<file path="src/rtl/cache_miss_fsm.sv">
// Miss-service controller for a 2-way set-associative cache.
// Takes the chosen victim way, writes it back if it is valid and dirty,
// invalidates it, refills it one word per memory handshake, then commits
// the new tag as valid and clean.
module cache_miss_fsm #(
  parameter int INDEX_W = 6,
  parameter int WORDS   = 8,
  parameter int TAG_W   = 21,
  localparam int WORD_W = $clog2(WORDS)
) (
  input  logic              clk,
  input  logic              rst,
  input  logic              miss,
  input  logic [31:0]       miss_addr,
  input  logic              victim,
  input  logic              victim_valid,
  input  logic              victim_dirty,
  input  logic [TAG_W-1:0]  victim_tag,
  output logic              arr_rd_way,
  output logic [WORD_W-1:0] arr_rd_idx,
  input  logic [31:0]       arr_rd_data,
  output logic              mem_req,
  output logic              mem_we,
  output logic [31:0]       mem_addr,
  output logic [31:0]       mem_wdata,
  input  logic [31:0]       mem_rdata,
  input  logic              mem_ack,
  output logic              fill_we,
  output logic              fill_way,
  output logic [WORD_W-1:0] fill_idx,
  output logic [31:0]       fill_data,
  output logic              tag_we,
  output logic [TAG_W-1:0]  tag_out,
  output logic              tag_valid,
  output logic              busy,
  output logic              done
);

  localparam int LINE_W = TAG_W + INDEX_W;

  typedef enum logic [2:0] {
    IDLE   = 3'd0,
    WB     = 3'd1,
    INV    = 3'd2,
    FILL   = 3'd3,
    COMMIT = 3'd4
  } state_t;

  state_t              state_q, state_d;
  logic [WORD_W-1:0]   cnt_q, cnt_d;
  logic [LINE_W-1:0]   line_q, line_d;     // {miss tag, set index}
  logic                victim_q, victim_d;
  logic [TAG_W-1:0]    vtag_q, vtag_d;

  logic [INDEX_W-1:0]  index;
  logic [TAG_W-1:0]    miss_tag;
  logic                last_word;
  logic                unused_addr_bits;

  assign index     = line_q[INDEX_W-1:0];
  assign miss_tag  = line_q[LINE_W-1:INDEX_W];
  assign last_word = (cnt_q == WORD_W'(WORDS - 1));
  // Byte offset within the word never matters: all transfers are word aligned.
  assign unused_addr_bits = ^miss_addr[WORD_W+1:0];

  // busy follows the state register, so it rises the cycle after acceptance.
  assign busy = (state_q != IDLE);

  // State, word counter and latched request; reset aborts any service.
  always_ff @(posedge clk) begin
    if (rst) begin
      state_q  <= IDLE;
      cnt_q    <= '0;
      line_q   <= '0;
      victim_q <= 1'b0;
      vtag_q   <= '0;
    end else begin
      state_q  <= state_d;
      cnt_q    <= cnt_d;
      line_q   <= line_d;
      victim_q <= victim_d;
      vtag_q   <= vtag_d;
    end
  end

  // Next-state and output decode; every output is zero unless a state drives it.
  always_comb begin
    state_d    = state_q;
    cnt_d      = cnt_q;
    line_d     = line_q;
    victim_d   = victim_q;
    vtag_d     = vtag_q;
    arr_rd_way = 1'b0;
    arr_rd_idx = '0;
    mem_req    = 1'b0;
    mem_we     = 1'b0;
    mem_addr   = '0;
    mem_wdata  = '0;
    fill_we    = 1'b0;
    fill_way   = 1'b0;
    fill_idx   = '0;
    fill_data  = '0;
    tag_we     = 1'b0;
    tag_out    = '0;
    tag_valid  = 1'b0;
    done       = 1'b0;

    case (state_q)
      IDLE: begin
        if (miss) begin
          line_d   = miss_addr[31:WORD_W+2];
          victim_d = victim;
          vtag_d   = victim_tag;
          cnt_d    = '0;
          // Only a line that is both valid and dirty holds data worth saving.
          state_d  = (victim_valid && victim_dirty) ? WB : INV;
        end
      end

      WB: begin
        // Address and data derive only from registered state, so they stay
        // stable for as long as memory takes to acknowledge.
        mem_req    = 1'b1;
        mem_we     = 1'b1;
        mem_addr   = {vtag_q, index, cnt_q, 2'b00};
        arr_rd_way = victim_q;
        arr_rd_idx = cnt_q;
        mem_wdata  = arr_rd_data;
        if (mem_ack) begin
          if (last_word) begin
            cnt_d   = '0;
            state_d = INV;
          end else begin
            cnt_d = cnt_q + 1'b1;
          end
        end
      end

      INV: begin
        // Invalidate first so a partially refilled line never looks valid.
        tag_we    = 1'b1;
        tag_valid = 1'b0;
        tag_out   = miss_tag;
        fill_way  = victim_q;
        state_d   = FILL;
      end

      FILL: begin
        mem_req  = 1'b1;
        mem_we   = 1'b0;
        mem_addr = {line_q, cnt_q, 2'b00};
        if (mem_ack) begin
          fill_we   = 1'b1;
          fill_way  = victim_q;
          fill_idx  = cnt_q;
          fill_data = mem_rdata;
          if (last_word) begin
            cnt_d   = '0;
            state_d = COMMIT;
          end else begin
            cnt_d = cnt_q + 1'b1;
          end
        end
      end

      COMMIT: begin
        tag_we    = 1'b1;
        tag_valid = 1'b1;
        tag_out   = miss_tag;
        fill_way  = victim_q;
        done      = 1'b1;
        state_d   = IDLE;
      end

      default: begin
        state_d = IDLE;
        cnt_d   = '0;
      end
    endcase
  end

endmodule

</file>
<file path="config.mk">
export PLATFORM = sky130hd
export DESIGN_NAME = cache_miss_fsm
export DESIGN_NICKNAME = d
export VERILOG_FILES = /design/src/rtl/cache_miss_fsm.sv
export SDC_FILE = /design/constraint.sdc
export NUM_CORES = 1
export LEC_CHECK = 0
export BUFFER_PORTS_ARGS = -buffer_cell sky130_fd_sc_hd__buf_2
export CAP_MARGIN = 10
export CORE_AREA = 2 2 100 102
export DETAILED_ROUTE_END_ITERATION = 16
export DIE_AREA = 0 0 102 104
export PLACE_DENSITY_LB_ADDON = 0.12
export REMOVE_ABC_BUFFERS = 1
export SYNTH_ARGS = -nofsm -noshare
export SYNTH_HDL_FRONTEND = slang
export SYNTH_SLANG_ARGS = --single-unit
</file>
<file path="constraint.sdc">
create_clock -name clk -period 1.5 [get_ports clk]
set_input_delay 0.15 -clock clk [delete_from_list [all_inputs] [get_ports clk]]
set_output_delay 0.15 -clock clk [all_outputs]
set_load 0.01 [all_outputs]
</file>
==> run metrics <==
Min Clock Period, post-route 1.71 ns; HP Start victim_tag[16]; clock sink total 55; skew final 0.0147 ns; worst path cell trace buf_6 -> nor3b_2 -> buf_12 -> and2_1 -> buf_2; vias 3943; Max Fclk 585 MHz; peak supply drop 503 uV; Chip Height 104 um; Hold Path Depth 3; Reg-to-Reg Start state_q[2]$_SDFFE_PP0P_; Clock Tree Buf Depth 2; TritonRoute pass-1 iters 4; largest net degree at the start of global routing 38; Residual DRC 0; WS Path Type flop to output port; Die Wd 102 um; DP Worst Slack -0.0935 ns; drt wl/cell 16.6 um; Crit-path slowest cell dfxtp_2; Startpoint Class flop; Mean Syn Cell Area 7.38 um^2; TritonCTS clock tree done; Site Rows 36; setup TNS -23.81 ns; vias in the first global route 3492; gr usage total 21.3%; core area 9550 um^2; flops & latches, synth 55; Post-Syn Area 3090 um^2; I/O pins 256; IO buf count 248; hold slack 0.0613 ns; dpl hpwl 9.14 mm; Async SR Flop Fraction 0%; final setup vio count 179; Hold Vio Cnt, Final 0; most common cell after layout, fill and taps aside buf_2; layout cells sized above 1 68.6%; Nets 828; crit share post-route 114%; routed wire length 13.9 mm; H-tree levels 2; CP startpoint state_q[2]$_SDFFE_PP0P_; Ys Warns 0; worst skew pair latency 0.31 ns; max_cap viols 0; global-route wire length before repair 17.9 mm; CTS root buf clkbuf_8; die area 10600 um^2; power density over the cells 660 nW/um^2; Hold Buf Count CTS 0; worst path required time 1.35 ns; status finished with violations; Placer Congestion 0.805; clock-pin transition on the worst setup and hold timing paths 0.11 ns; most frequent cells in the layout buf_2 (204), and2_1 (69), buf_6 (61); failing checks negative setup slack; Synth Flop Type dfxtp_1; Syn Inst Count 419; Starting Density 32.4%; number of DRC markers in iteration 0 118; Avg Vias per Cell 4.71; Worst path top cell family by delay buffers and inverters; EDFF count, synth 0; Crit. End Element output port; RSZ-0062 raised after global routing yes; initial antenna violation count 1; WP depth 5; P&R area growth vs syn 108%; antenna viol nets, final 0; FF-to-FF path depth 9; CP Buf/Inv Count 3; sequential area share after synthesis 35.6%; Crit Path Max Fanout 37; grt ovf 0; Slew Limit Fails 0; Leakage 3.12 nW; crit path DAT 1.56 ns; final cell count without fillers 837; Cell variety after synth 32; Final Worst Setup Slack -0.210 ns; power consumption 4.25 mW; CP max stage delay 0.34 ns; min-delay worst type primary input to flop; dpl cells 796; CTS Buf Count 5
-- through the flow --
stage,utilization (%),cell area (um^2)
floorplan,-,2920
CTS,53.2,5080
finish,67.4,6440
global placement,48.6,4640
detailed placement,48.6,4640
global route,67.4,6440
-- layout make-up --
cell class | count | area, um^2
Multi-Input combinational cell | 328 | 2660
Sequential cell | 55 | 1110
Clock buffer | 6 | 72.6
Clock inverter | 2 | 38.8
Timing Repair inverter | 1 | 7.51
Timing Repair Buffer | 309 | 2370
Fill cell | 848 | 3110
Inverter | 2 | 10.0
Antenna cell | 1 | 2.50
Tap cell | 133 | 166
-- registers in the layout, indices dropped and copies added (netlist names) --
register and count:
line_q 27, state_q 3, cnt_q 3, victim_q 1, vtag_q 21
-- final timing paths --
| path | to | slack [ns] |
|---|---|---|
| worst max-delay path | mem_wdata[12] | -0.21 |
| worst min-delay path | vtag_q[16]$_SDFFE_PP0P_ | 0.06 |
| worst max register to register | cnt_q[2]$_SDFFE_PP0P_ | -0.16 |
| worst min register to register | vtag_q[0]$_SDFFE_PP0P_ | 0.46 |
-- cells by family (layout without fill, tap and decap cells) --
family | Yosys count | after routing | synth area share (%)
adder cells (fa/ha/maj) | 2 | 2 | 0.810
AO/OA/AOI/OAI | 60 | 60 | 10.5
multiplexers | 21 | 21 | 6.80
buffers and inverters | 37 | 320 | 5.83
XOR/XNOR | 1 | 1 | 0.283
flip-flops | 55 | 55 | 35.6
other | 1 | 3 | 0.121
AND/OR/NAND/NOR | 242 | 242 | 40.0
-- synthesized netlist by cell type (2+ instances only) --
cell type | instances | share of area (%)
and2_1 | 102 | 21
clkbuf_1 | 11 | 1.3
and3_1 | 2 | 0.40
o311ai_0 | 3 | 0.85
nor2_1 | 24 | 2.9
buf_4 | 5 | 1.2
buf_2 | 17 | 2.8
nand2_1 | 100 | 12
nor3b_2 | 2 | 0.81
o21a_1 | 2 | 0.49
a21oi_1 | 52 | 8.4
ha_1 | 2 | 0.81
nand4_1 | 3 | 0.61
dfxtp_1 | 55 | 36
mux2i_1 | 21 | 6.8
inv_1 | 2 | 0.24
-- report_power, final --
part	internal (mW)	switching, mW	leakage, nW
Sequential	1.56	0.0840	0.453
Combinational	0.806	0.789	2.61
Clock	0.506	0.504	0.0558
Total	2.87	1.38	3.12
-- layer usage --
metal / vias up / global-route usage (%) / routed length, um
met3: 12 / 3.23 / 738
met1: 1879 / 26.1 / 5490
met2: 137 / 38.7 / 7510
li1: 1915 / - / -
met4: 0 / 4.76 / 157
met5: - / 0 / 0
-- tightest hold or removal path, delay by kind of cell --
kind / cells / cell delay, ns
buf+inv: 1 / 0.10
compound gates: 1 / 0.04
simple gates: 1 / 0.05
-- timing repair --
item                       in CTS  in global routing
cloned                          4                 12
setup endpoints to repair     184                183
gates resized for setup        41                265
setup buffers                  13                  5
pin swaps                       9                108
Note: power is estimated with default switching activity, not from simulation.
